==> config.mk <==
export PLATFORM = sky130hd
export DESIGN_NAME = sync_frame_reader
export DESIGN_NICKNAME = d
export VERILOG_FILES = /design/src/rtl/sync_pkg.sv /design/src/rtl/sync_skid_fifo.sv /design/src/rtl/sync_frame_reader.sv
export SDC_FILE = /design/constraint.sdc
export NUM_CORES = 1
export LEC_CHECK = 0
export ABC_AREA = 1
export CORE_MARGIN = 5
export CORE_UTILIZATION = 30
export DETAILED_ROUTE_END_ITERATION = 16
export GPL_TIMING_DRIVEN = 0
export PLACE_DENSITY = 0.55
export SYNTH_ARGS = -nofsm -noshare
export SYNTH_HDL_FRONTEND = slang
export SYNTH_SLANG_ARGS = --single-unit
==> constraint.sdc <==
create_clock -name iclk -period 3.9 [get_ports iclk]
set_input_delay 0.975 -clock iclk [delete_from_list [all_inputs] [get_ports iclk]]
set_output_delay 0.975 -clock iclk [all_outputs]
set_load 0.01 [all_outputs]
==> src/rtl/sync_pkg.sv <==
// Shared types and default widths for the sync block (buffer, detector, reader).
package sync_pkg;
  localparam int SYNC_DATA_W = 24;
  localparam int SYNC_ADDR_W = 14;

  typedef enum logic [1:0] {IDLE, RUN, DRAIN} rd_state_t;
endpackage

==> src/rtl/sync_skid_fifo.sv <==
// Two-entry FIFO that absorbs the buffer read latency against downstream stalls.
// Slot 0 is always the head, so head data holds steady until it is popped.
module sync_skid_fifo #(
  parameter int DATA_W = 24
) (
  input  logic              iclk,
  input  logic              irst,
  input  logic              ipush,
  input  logic [DATA_W-1:0] ipush_data,
  input  logic              ipush_last,
  input  logic              ipop,
  output logic [1:0]        ocount,
  output logic [DATA_W-1:0] ohead_data,
  output logic              ohead_last
);
  logic [DATA_W-1:0] data_reg [2];
  logic              last_reg [2];
  logic [1:0]        count_reg;
  logic [1:0]        wr_slot;

  // Push lands in the first slot left free after this cycle's pop.
  assign wr_slot = count_reg - {1'b0, ipop};

  always_ff @(posedge iclk) begin
    if (irst) begin
      count_reg   <= '0;
      data_reg[0] <= '0;
      data_reg[1] <= '0;
      last_reg[0] <= 1'b0;
      last_reg[1] <= 1'b0;
    end else begin
      count_reg <= count_reg + {1'b0, ipush} - {1'b0, ipop};
      if (ipop) begin
        data_reg[0] <= data_reg[1];
        last_reg[0] <= last_reg[1];
      end
      if (ipush) begin
        if (wr_slot == 2'd0) begin
          data_reg[0] <= ipush_data;
          last_reg[0] <= ipush_last;
        end else begin
          data_reg[1] <= ipush_data;
          last_reg[1] <= ipush_last;
        end
      end
    end
  end

  assign ocount     = count_reg;
  assign ohead_data = data_reg[0];
  assign ohead_last = last_reg[0];
endmodule

==> src/rtl/sync_frame_reader.sv <==
// Walks the sample buffer read port from a detected frame start and streams the
// frame out as valid/ready words, never reading at or past the writer pointer.
module sync_frame_reader
  import sync_pkg::*;
#(
  parameter int DATA_W = SYNC_DATA_W,
  parameter int ADDR_W = SYNC_ADDR_W
) (
  input  logic              iclk,
  input  logic              irst,
  input  logic              istart,
  input  logic [ADDR_W-1:0] istart_addr,
  input  logic [ADDR_W-1:0] ilen,
  input  logic [ADDR_W-1:0] iwr_addr,
  output logic [ADDR_W-1:0] or_addr,
  input  logic [DATA_W-1:0] iram_data,
  output logic [DATA_W-1:0] odata,
  output logic              ovalid,
  input  logic              iready,
  output logic              olast,
  output logic              obusy,
  output logic              odone
);
  rd_state_t         state_reg;
  logic [ADDR_W-1:0] rd_ptr_reg;
  logic [ADDR_W-1:0] remain_reg;
  logic              inflight_reg;
  logic              inflight_last_reg;
  logic              odone_reg;
  logic              obusy_reg;
  logic [1:0]        fifo_count;
  logic              pop;
  logic              issue;
  logic [2:0]        occupancy;

  assign pop       = ovalid & iready;
  assign occupancy = {1'b0, fifo_count} + {2'b00, inflight_reg} - {2'b00, pop};
  assign issue     = (state_reg == RUN) && (remain_reg != '0) &&
                     (rd_ptr_reg != iwr_addr) && (occupancy < 3'd2);

  always_ff @(posedge iclk) begin
    if (irst) begin
      state_reg         <= IDLE;
      rd_ptr_reg        <= '0;
      remain_reg        <= '0;
      inflight_reg      <= 1'b0;
      inflight_last_reg <= 1'b0;
      odone_reg         <= 1'b0;
      obusy_reg         <= 1'b0;
    end else begin
      odone_reg         <= 1'b0;
      inflight_reg      <= issue;
      inflight_last_reg <= issue && (remain_reg == ADDR_W'(1));
      if (issue) begin
        rd_ptr_reg <= rd_ptr_reg + 1'b1;
        remain_reg <= remain_reg - 1'b1;
      end
      case (state_reg)
        IDLE: begin
          // obusy lingers one cycle past the DRAIN exit so it falls after odone.
          obusy_reg <= 1'b0;
          if (istart) begin
            rd_ptr_reg <= istart_addr;
            remain_reg <= ilen;
            if (ilen == '0) begin
              odone_reg <= 1'b1;
            end else begin
              state_reg <= RUN;
              obusy_reg <= 1'b1;
            end
          end
        end
        RUN: begin
          if (issue && (remain_reg == ADDR_W'(1))) state_reg <= DRAIN;
        end
        DRAIN: begin
          if (!inflight_reg &&
              ((fifo_count == 2'd0) || ((fifo_count == 2'd1) && pop))) begin
            odone_reg <= 1'b1;
            state_reg <= IDLE;
          end
        end
        default: state_reg <= IDLE;
      endcase
    end
  end

  sync_skid_fifo #(.DATA_W(DATA_W)) u_fifo (
    .iclk      (iclk),
    .irst      (irst),
    .ipush     (inflight_reg),
    .ipush_data(iram_data),
    .ipush_last(inflight_last_reg),
    .ipop      (pop),
    .ocount    (fifo_count),
    .ohead_data(odata),
    .ohead_last(olast)
  );

  assign ovalid  = (fifo_count != 2'd0);
  assign or_addr = rd_ptr_reg;
  assign obusy   = obusy_reg;
  assign odone   = odone_reg;
endmodule

==> metrics.cfg, run 1 <==
[sta]
fmax_ghz = 0.284
worst_pin_slew_ns = 0.740
setup_viol = 0
fin_crit_sh = 0.903
hold_viol = 0
rsz0062_at_grt = no
relSlewSlack = 0.506
fin_skew_ns = 0.00558
min_period_ns = 3.52
slew_violations = 0

[detailed_routing]
dr.pass1.iters = 4
viasPerCell = 4.17
final_antenna_net_count = 0
drt_iter0_drc = 212
vias = 4295
wl_per_cell_um = 12.1
wl_um = 12400
remaining_drc_errors = 0

[cells_and_area]
stdcell_count = 1029
num-nets-final = 880
antenna_cells = 0
final_cell_mix = nand2_1, inv_1, nor2_1, clkdlybuf4s50_1, edfxtp_1
fin_util = 0.406
drive_above_1_share = 0.0766
area_delta_synth_final_pct = 34.2
largest_register_ff_count = 48
final_common_cell = nand2_1
fillCellCount = 1719

[worst_setup_path]
worstPathArrival_ns = 3.40
required_ns = 3.78
endpoint_kind = flop
worstPathMaxFanout = 25
worstSetupStartpointType = input pin
crit_type = input pin to flop

[power_and_ir_drop]
combPwrFrac = 0.363
netSwitchingFraction = 0.346
p_leak_nw = 3.12
p_int_mw = 2.12
p_sw_mw = 1.12
power.share.sequential = 0.383
p_per_area_mw_per_mm2 = 487
ir_worst_vdd_mv = 0.294
clock_power_share = 0.254

[synth]
avgSynthCellArea_um2 = 7.27
async_reset_ff_frac = 0
synth-edff-count = 50
seq_area_frac_synth = 0.448
synth-main-ff-cell = edfxtp_1
yosys_warnings = 0
post_synth_num_cell_types = 29
synthCells = 682
ys_ff_latch = 86
synth_area_mm2 = 0.00496
synth.net_count = 758

[die]
rows = 47
core_area_mm2 = 0.0164
fp.dieH_um = 139
die_w_um = 139
die-area_mm2 = 0.0192
io_pins = 112
initial_utilization = 0.302

[clocking]
clk_pin_slew_ns = 0.07
cts_sinks = 86
htreeDepth = 3
post-cts-setup-buffer-count = 0
numCtsBuffers = 9
ctsHoldBuffers = 0
clk_path_buf_depth = 2
root_buffer = clkbuf_16
insertion_delay_ns = 0.35
cts_tree = done

[grt]
met2_usage = 0.225
grt_pass1_wl_um = 20300
grt_max_degree = 26
grt-ovfl-total = 0
grt_pass1_vias = 4127
grt_util_all_layers = 0.130
grt_use_met3 = 0.0403
use_met1 = 0.158
grt-busiest-layer = met2
antenna_found_initial = 0

[place]
hpwl_um = 9530
place_congestion = 0.862
dpl.cell_count = 1013
portBuffers = 110

[job]
cap_violations = 0

[run_status]
outcome = completed

[min_path]
hold_class = flop to flop

-- worst paths after layout --
| kind | startpoint | end | slack [ns] | depth (start not counted) |
|---|---|---|---|---|
| setup / recovery | iready | u_fifo.last_reg[0][0]$_SDFFCE_PN0P_ | 0.38 | 8 |
| hold / removal | obusy$_SDFFE_PP0N_ | obusy$_SDFFE_PP0N_ | 0.49 | 2 |
| setup reg to reg | u_fifo.ocount[1]$_SDFF_PP0_ | u_fifo.last_reg[0][0]$_SDFFCE_PN0P_ | 1.06 | 7 |
| hold reg to reg | obusy$_SDFFE_PP0N_ | obusy$_SDFFE_PP0N_ | 0.49 | 2 |
-- area by class of cell --
cell class              instances  area, um^2  area share
flip-flops and latches         86        2220       0.334
multi-input cells             422        1960       0.295
well taps                     220         275      0.0414
plain buffers                  49         314      0.0472
inverters                     125         469      0.0705
clock buffers                   9         225      0.0338
repair buffers                111        1130       0.170
clock inverters                 7        57.6     0.00865
-- kinds of logic after synthesis --
group           Yosys count  synth area share
compound gates           63            0.0658
fa+ha+maj                 6            0.0166
simple gates            328             0.268
buf+inv                 174             0.158
xor+xnor                 25            0.0441
flops                    86             0.448
-- power groups by stage --
stage               Sequential [mW]  Combinational, mW  Clock (mW)
floorplan                      1.25              0.753           0
global placement               1.27               1.17           0
detailed placement             1.27               1.19           0
CTS                            1.24               1.20       0.850
global route                   1.26               1.32       0.882
finish                         1.24               1.18       0.822
-- synth_stat cells, types with 2 or more instances --
library cell  instances  area (um^2)
buf_4                24          180
dfxtp_1              36          721
nand3_1              37          185
inv_2                 6         22.5
ha_1                  5         62.6
nor4_1                3         18.8
edfxtp_1             50         1500
nor2_1              115          432
nor3_1               11         55.1
xor2_1               19          166
nand2_1             152          571
inv_1               119          447
clkbuf_1             15         56.3
xnor2_1               6         52.6
o21ai_0              31          155
a21oi_1              29          145
buf_6                 3         33.8
buf_2                 5         25.0
or2_2                 2         12.5
nand4_1               5         31.3
-- through the flow --
stage	setup slack [ns]	cell area, um^2	hold slack (ns)	TNS, ns	total power, mW
floorplan	0.180	4960	0.499	0	2.00
global placement	-1.41	6340	0.473	-50.10	2.44
detailed placement	-0.618	6370	0.483	-15.43	2.45
CTS	0.258	6660	0.492	0	3.29
global route	0.116	6660	0.522	0	3.47
finish	0.380	6660	0.490	0	3.24
-- metal layers --
layer / share of wire / wire, um
met3: 0.068 / 848
met5: 0 / 0
met2: 0.48 / 5950
met1: 0.44 / 5480
met4: 0.011 / 138
-- repair_timing --
item / in CTS / in global routing
resized for setup: 1 / 0
hold endpoints to repair: 0 / 0
setup endpoints to repair: 25 / 0
-- worst max-delay path, cell delays in order --
cell and delay (ns):
clkdlybuf4s50_1 0.48, o21a_1 0.14, nand2_1 0.09, ha_1 0.28, nor2_1 0.06, nand3_1 0.19, clkbuf_1 0.48, nand3_2 0.68
(Power assumes the default switching activity.)
==> run 2: changes to the inputs <==
ABC_AREA = default   (was 1)
PLACE_DENSITY = 0.56   (was 0.55)
==> metrics.cfg, run 2 <==
[worst_setup_path]
endpoint_kind = flop
crit_buf_inv = 4  ; +2
worstPathArrival_ns = 3.75  ; +0.35 ns
slowest_stage = clkbuf_1
crit_type = input pin to flop
worstSetupStartpointType = input pin
worstPathMaxFanout = 10  ; -60%
path_delay_family = buffers and inverters
slowest_delay_ns = 0.46  ; -0.22 ns
cpMostUsedCell = clkbuf_1
path_cells = clkdlybuf4s50_1 -> xor2_1 -> nor4_1 -> and4_1 -> clkbuf_1 -> clkbuf_1 -> clkbuf_1 -> o21ai_0 -> a311oi_1
required_ns = 4.14  ; +0.36 ns

[clocking]
cts_sinks = 86  ; unchanged
clk_pin_slew_ns = 0.07  ; about the same
cts_tree = done
clk_path_buf_depth = 2  ; unchanged
htreeDepth = 3  ; unchanged
ctsHoldBuffers = 0  ; unchanged
numCtsBuffers = 9  ; unchanged
root_buffer = clkbuf_16
insertion_delay_ns = 0.34  ; about the same

[synth]
ys_top_cells_by_count = nor2_1, edfxtp_1, dfxtp_1
avgSynthCellArea_um2 = 10.3  ; +41%
synth_top_area_share = 0.331  ; +0.0287
synth_top_area_cell = edfxtp_1
synth_area_mm2 = 0.00453  ; -8.7%
synth.net_count = 517  ; -32%
netlist_top_cells_area = edfxtp_1, dfxtp_1, mux2i_1
synth-main-ff-cell = edfxtp_1
synth-edff-count = 50  ; unchanged
yosysMostFrequentCell = nor2_1
post_synth_num_cell_types = 43  ; +48%
ys_ff_latch = 86  ; unchanged
async_reset_ff_frac = 0  ; unchanged
seq_area_frac_synth = 0.490  ; +0.0424
yosys_warnings = 0  ; unchanged
synthCells = 441  ; -35%

[cells_and_area]
area_delta_synth_final_pct = 37.5
antenna_cells = 0  ; unchanged
largest_register_ff_count = 48  ; unchanged
stdcell_count = 759  ; -26%
fillCellCount = 1470  ; -14%
drive_above_1_share = 0.110  ; +0.0337
final_common_cell = clkdlybuf4s50_1
design_area_mm2 = 0.00623  ; -6.4%
final_cell_mix = clkdlybuf4s50_1, nor2_1, edfxtp_1, dfxtp_1, buf_4
num-nets-final = 642  ; -27%
fin_util = 0.414  ; +0.00870

[grt]
grt_util_all_layers = 0.140  ; +0.0101
antenna_found_initial = 0  ; unchanged
grt_pass1_wl_um = 20200  ; -0.48%
grt_pass1_vias = 3960  ; -4.0%
grt_max_degree = 26  ; unchanged
grt-ovfl-total = 0  ; unchanged

[job]
cap_violations = 0  ; unchanged

[power_and_ir_drop]
ir_worst_vdd_mv = 0.205  ; -30%
finalPower_mw = 2.36  ; -27%
p_per_area_mw_per_mm2 = 379  ; -22%
p_leak_nw = 2.20  ; -30%

[run_status]
outcome = completed

[detailed_routing]
final_antenna_net_count = 0  ; unchanged
wl_um = 12200  ; -1.7%
drt_iter0_drc = 239  ; +13%
remaining_drc_errors = 0  ; unchanged
viasPerCell = 5.10  ; +22%
vias = 3871  ; -9.9%
dr.pass1.iters = 4  ; unchanged
wl_per_cell_um = 16.1  ; +33%

[sta]
fmax_ghz = 0.285  ; +0.30%
hold_viol = 0  ; unchanged
tns_ns = 0  ; unchanged
fin_crit_sh = 0.900  ; -0.00266
slew_violations = 0  ; unchanged
rsz0062_at_grt = no
min_period_ns = 3.51  ; -0.0104 ns
relSlewSlack = 0.208  ; -0.298
setup_viol = 0  ; unchanged
worst_pin_slew_ns = 1.19  ; +0.448 ns
whs_ns = 0.481  ; -0.00830 ns
fin_skew_ns = 0.00687  ; +0.00129 ns
fin_ws_ns = 0.390  ; +0.0104 ns

[place]
dpl.cell_count = 739  ; -27%
hpwl_um = 9050  ; -5.1%
place_area_mm2 = 0.00587  ; -7.9%
portBuffers = 110  ; unchanged
place_ws_ns = -0.728  ; -0.109 ns
place_congestion = 0.838  ; -2.7%

[die]
initial_utilization = 0.301  ; -0.000915
die-area_mm2 = 0.0177  ; -8.0%
die_w_um = 133  ; -4.1%
fp.dieH_um = 133  ; -4.1%
io_pins = 112  ; unchanged
core_area_mm2 = 0.0150  ; -8.4%
rows = 45  ; -4.3%

[min_path]
hold_class = flop to flop

run 2: cell types whose count changed in the layout (fill, tap and decap cells not counted), sizes merged, moves of 6 or more:
cell / change
a21oi: -23
a311oi: +22
and2: +28
clkbuf: +8
inv: -113
mux2i: +25
nand2: -144
nand3: -30
nor2: -54
o21ai: -24
o31ai: +18
or3: +8
or4: +22
xnor2: -6
run 2: repair_timing:
action                     CTS  global route
pin swaps                    2             2
gates cloned                 0             0
setup endpoints to repair   14            26
resized for setup            6             4
buffers inserted             4             1
run 2: where the power goes:
group / internal [mW] / switching [mW] / total [mW] / leakage, nW
combinational: 0.240 / 0.204 / 0.444 / 1.24
sequential: 1.03 / 0.0542 / 1.09 / 0.817
clock: 0.445 / 0.385 / 0.830 / 0.139
run 2: cells by family (layout without fill, tap and decap cells):
logic type                 Yosys count  after routing  synth area share
muxes                               25             25            0.0552
DFF                                 86             86             0.490
buffers and inverters               61            191            0.0712
adders and majority gates            6              6            0.0182
AOI/OAI and AO/OA                   68             68             0.113
xor gates and xnor gates            15             15            0.0290
and+or+nand+nor                    180            180             0.223
run 2: routing by layer:
| layer | up-vias | track usage | share of wire |
|---|---|---|---|
| met5 | - | 0 | 0 |
| met4 | 0 | 0.0497 | 0.019 |
| met3 | 21 | 0.0426 | 0.074 |
| met2 | 165 | 0.220 | 0.46 |
| met1 | 1804 | 0.184 | 0.45 |
| li1 | 1881 | - | - |
run 2: worst paths after layout:
path                                to                        start  cells past startpoint  slack, ns
max              or_addr[0]$_SDFF_PP0_                  iwr_addr[5]                      9       0.39
min                   odone$_SDFF_PP0_    state_reg[0]$_SDFFE_PP0P_                      1       0.48
max reg2reg  remain_reg[12]$_SDFF_PP0_  u_fifo.ocount[1]$_SDFF_PP0_                     10       0.80
min reg2reg           odone$_SDFF_PP0_    state_reg[0]$_SDFFE_PP0P_                      1       0.48
run 2: final cells by class:
type / instances / area, um^2 / area share
multi-input cells: 294 / 2020 / 0.325
clock buffers: 9 / 225 / 0.0362
inverters: 10 / 37.5 / 0.00603
clock inverters: 7 / 62.6 / 0.0100
plain buffers: 50 / 282 / 0.0452
flip-flops and latches: 86 / 2220 / 0.357
repair buffers: 115 / 1140 / 0.183
well taps: 188 / 235 / 0.0378
==> run 3: changes to the inputs <==
clock period = 3.2 ns   (was 3.9 ns; I/O delays follow)
==> metrics.cfg, run 3 (synthesis gave the netlist of run 2 again) <==
[run_status]
outcome = completed

[sta]
whs_ns = 0.480  ; -0.00143 ns
hold_viol = 0  ; unchanged
worst_pin_slew_ns = 1.15  ; -0.0357 ns
min_period_ns = 3.15
slew_violations = 0  ; unchanged
fin_crit_sh = 0.984
setup_viol = 0  ; unchanged
fmax_ghz = 0.318
fin_skew_ns = 0.00790  ; +0.00103 ns
relSlewSlack = 0.232  ; +0.0238
tns_ns = 0  ; unchanged
rsz0062_at_grt = yes

[detailed_routing]
dr.pass1.iters = 4  ; unchanged
vias = 3895  ; +0.62%
wl_um = 12400  ; +1.7%
drt_iter0_drc = 174  ; -27%
remaining_drc_errors = 0  ; unchanged
final_antenna_net_count = 0  ; unchanged
viasPerCell = 5.10  ; about the same
wl_per_cell_um = 16.3  ; +1.2%

[cells_and_area]
largest_register_ff_count = 48  ; unchanged
area_delta_synth_final_pct = 39.9
seqCellArea_mm2 = 0.00222  ; about the same
fin_util = 0.422  ; +0.00724
fillCellCount = 1488  ; +1.2%
final_common_cell = clkdlybuf4s50_1
num-nets-final = 646  ; +0.62%
design_area_mm2 = 0.00634  ; +1.7%
stdcell_count = 763  ; +0.53%
final_cell_mix = clkdlybuf4s50_1, nor2_1, edfxtp_1, dfxtp_1, buf_4
antenna_cells = 0  ; unchanged
multi_input_area_mm2 = 0.00210  ; +3.6%
drive_above_1_share = 0.148  ; +0.0375

[min_path]
hold_class = flop to flop

[grt]
grt_pass1_vias = 3980  ; +0.51%
grt_max_degree = 26  ; unchanged
grt-ovfl-total = 0  ; unchanged
antenna_found_initial = 0  ; unchanged
grt_util_all_layers = 0.142  ; +0.00117
grt_pass1_wl_um = 20100  ; -0.68%

[power_and_ir_drop]
p_per_area_mw_per_mm2 = 456  ; +20%
p_leak_nw = 2.23  ; +1.5%
ir_worst_vdd_mv = 0.231  ; +12%

[clocking]
clk_pin_slew_ns = 0.07  ; about the same
cts_sinks = 86  ; unchanged
numCtsBuffers = 9  ; unchanged
htreeDepth = 3  ; unchanged
root_buffer = clkbuf_16
clk_path_buf_depth = 2  ; unchanged
cts_tree = done
insertion_delay_ns = 0.35  ; about the same

[worst_setup_path]
slowest_delay_ns = 0.50  ; +0.04 ns
path_delay_family = simple AND/OR/NAND/NOR gates
worstPathMaxFanout = 6  ; -4
worstPathArrival_ns = 3.40  ; -0.35 ns
crit_buf_inv = 2  ; -2
crit_type = input pin to flop
slowest_stage = or4b_4
required_ns = 3.45  ; -0.69 ns
path_cells = buf_8 -> nor2b_4 -> o21bai_4 -> ha_4 -> inv_2 -> fa_2 -> xor2_2 -> nor4b_4 -> or3b_4 -> or4b_4 -> a311oi_2
endpoint_kind = flop
worstSetupStartpointType = input pin

[die]
rows = 45  ; unchanged
die_w_um = 133  ; unchanged
initial_utilization = 0.301  ; unchanged
fp.dieH_um = 133  ; unchanged
io_pins = 112  ; unchanged
core_area_mm2 = 0.0150  ; unchanged
die-area_mm2 = 0.0177  ; unchanged

[job]
cap_violations = 0  ; unchanged

[place]
portBuffers = 110  ; unchanged
dpl.cell_count = 739  ; unchanged
place_congestion = 0.833  ; -0.64%
hpwl_um = 9130  ; +0.95%
place_area_mm2 = 0.00590  ; +0.55%

[run 3: final cells by class]
class,count,area share
timing repair buffer,119,0.186
tap,188,0.0371
clock buffer,9,0.0355
clock inverter,7,0.00888
inverter,10,0.00592
sequential,86,0.351
multi-input combinational,294,0.331
buffer,50,0.0450
[run 3: repair_timing]
| action | in CTS | in global routing |
|---|---|---|
| endpoints found under the setup margin | 77 | 27 |
| pin swaps | 5 | 1 |
| gates resized for setup | 15 | 16 |
| buffers inserted | 8 | 1 |
| hold buffers | 0 | 0 |
[run 3: layer usage]
metal / vias to the layer above / GRT usage / wire, um
met5: - / 0 / 0
met4: 0 / 0.0543 / 212
met3: 17 / 0.0342 / 932
met2: 156 / 0.225 / 5690
met1: 1840 / 0.187 / 5590
li1: 1882 / - / -
[run 3: power breakdown]
group	switching [mW]	internal (mW)	total, mW
Sequential	0.0669	1.26	1.32
Clock	0.469	0.536	1.01
Combinational	0.258	0.302	0.560
Total	0.794	2.10	2.89
[run 3: worst paths after layout]
kind                                             startpoint                         to  slack, ns  cells past startpoint
worst max-delay path                                 iready  remain_reg[12]$_SDFF_PP0_       0.05                     11
worst max register to register  u_fifo.ocount[0]$_SDFF_PP0_  remain_reg[12]$_SDFF_PP0_       0.14                     10
worst min-delay path              state_reg[0]$_SDFFE_PP0P_           odone$_SDFF_PP0_       0.48                      1
worst min register to register    state_reg[0]$_SDFFE_PP0P_           odone$_SDFF_PP0_       0.48                      1
[run 3: through the flow]
step           setup WS, ns  power [mW]
2_1_floorplan        -0.273        1.61
3_3_place_gp          -1.23        1.87
3_5_place_dp          -1.36        1.88
4_1_cts             -0.0500        2.91
5_1_grt             -0.0363        3.02
6_report             0.0512        2.89
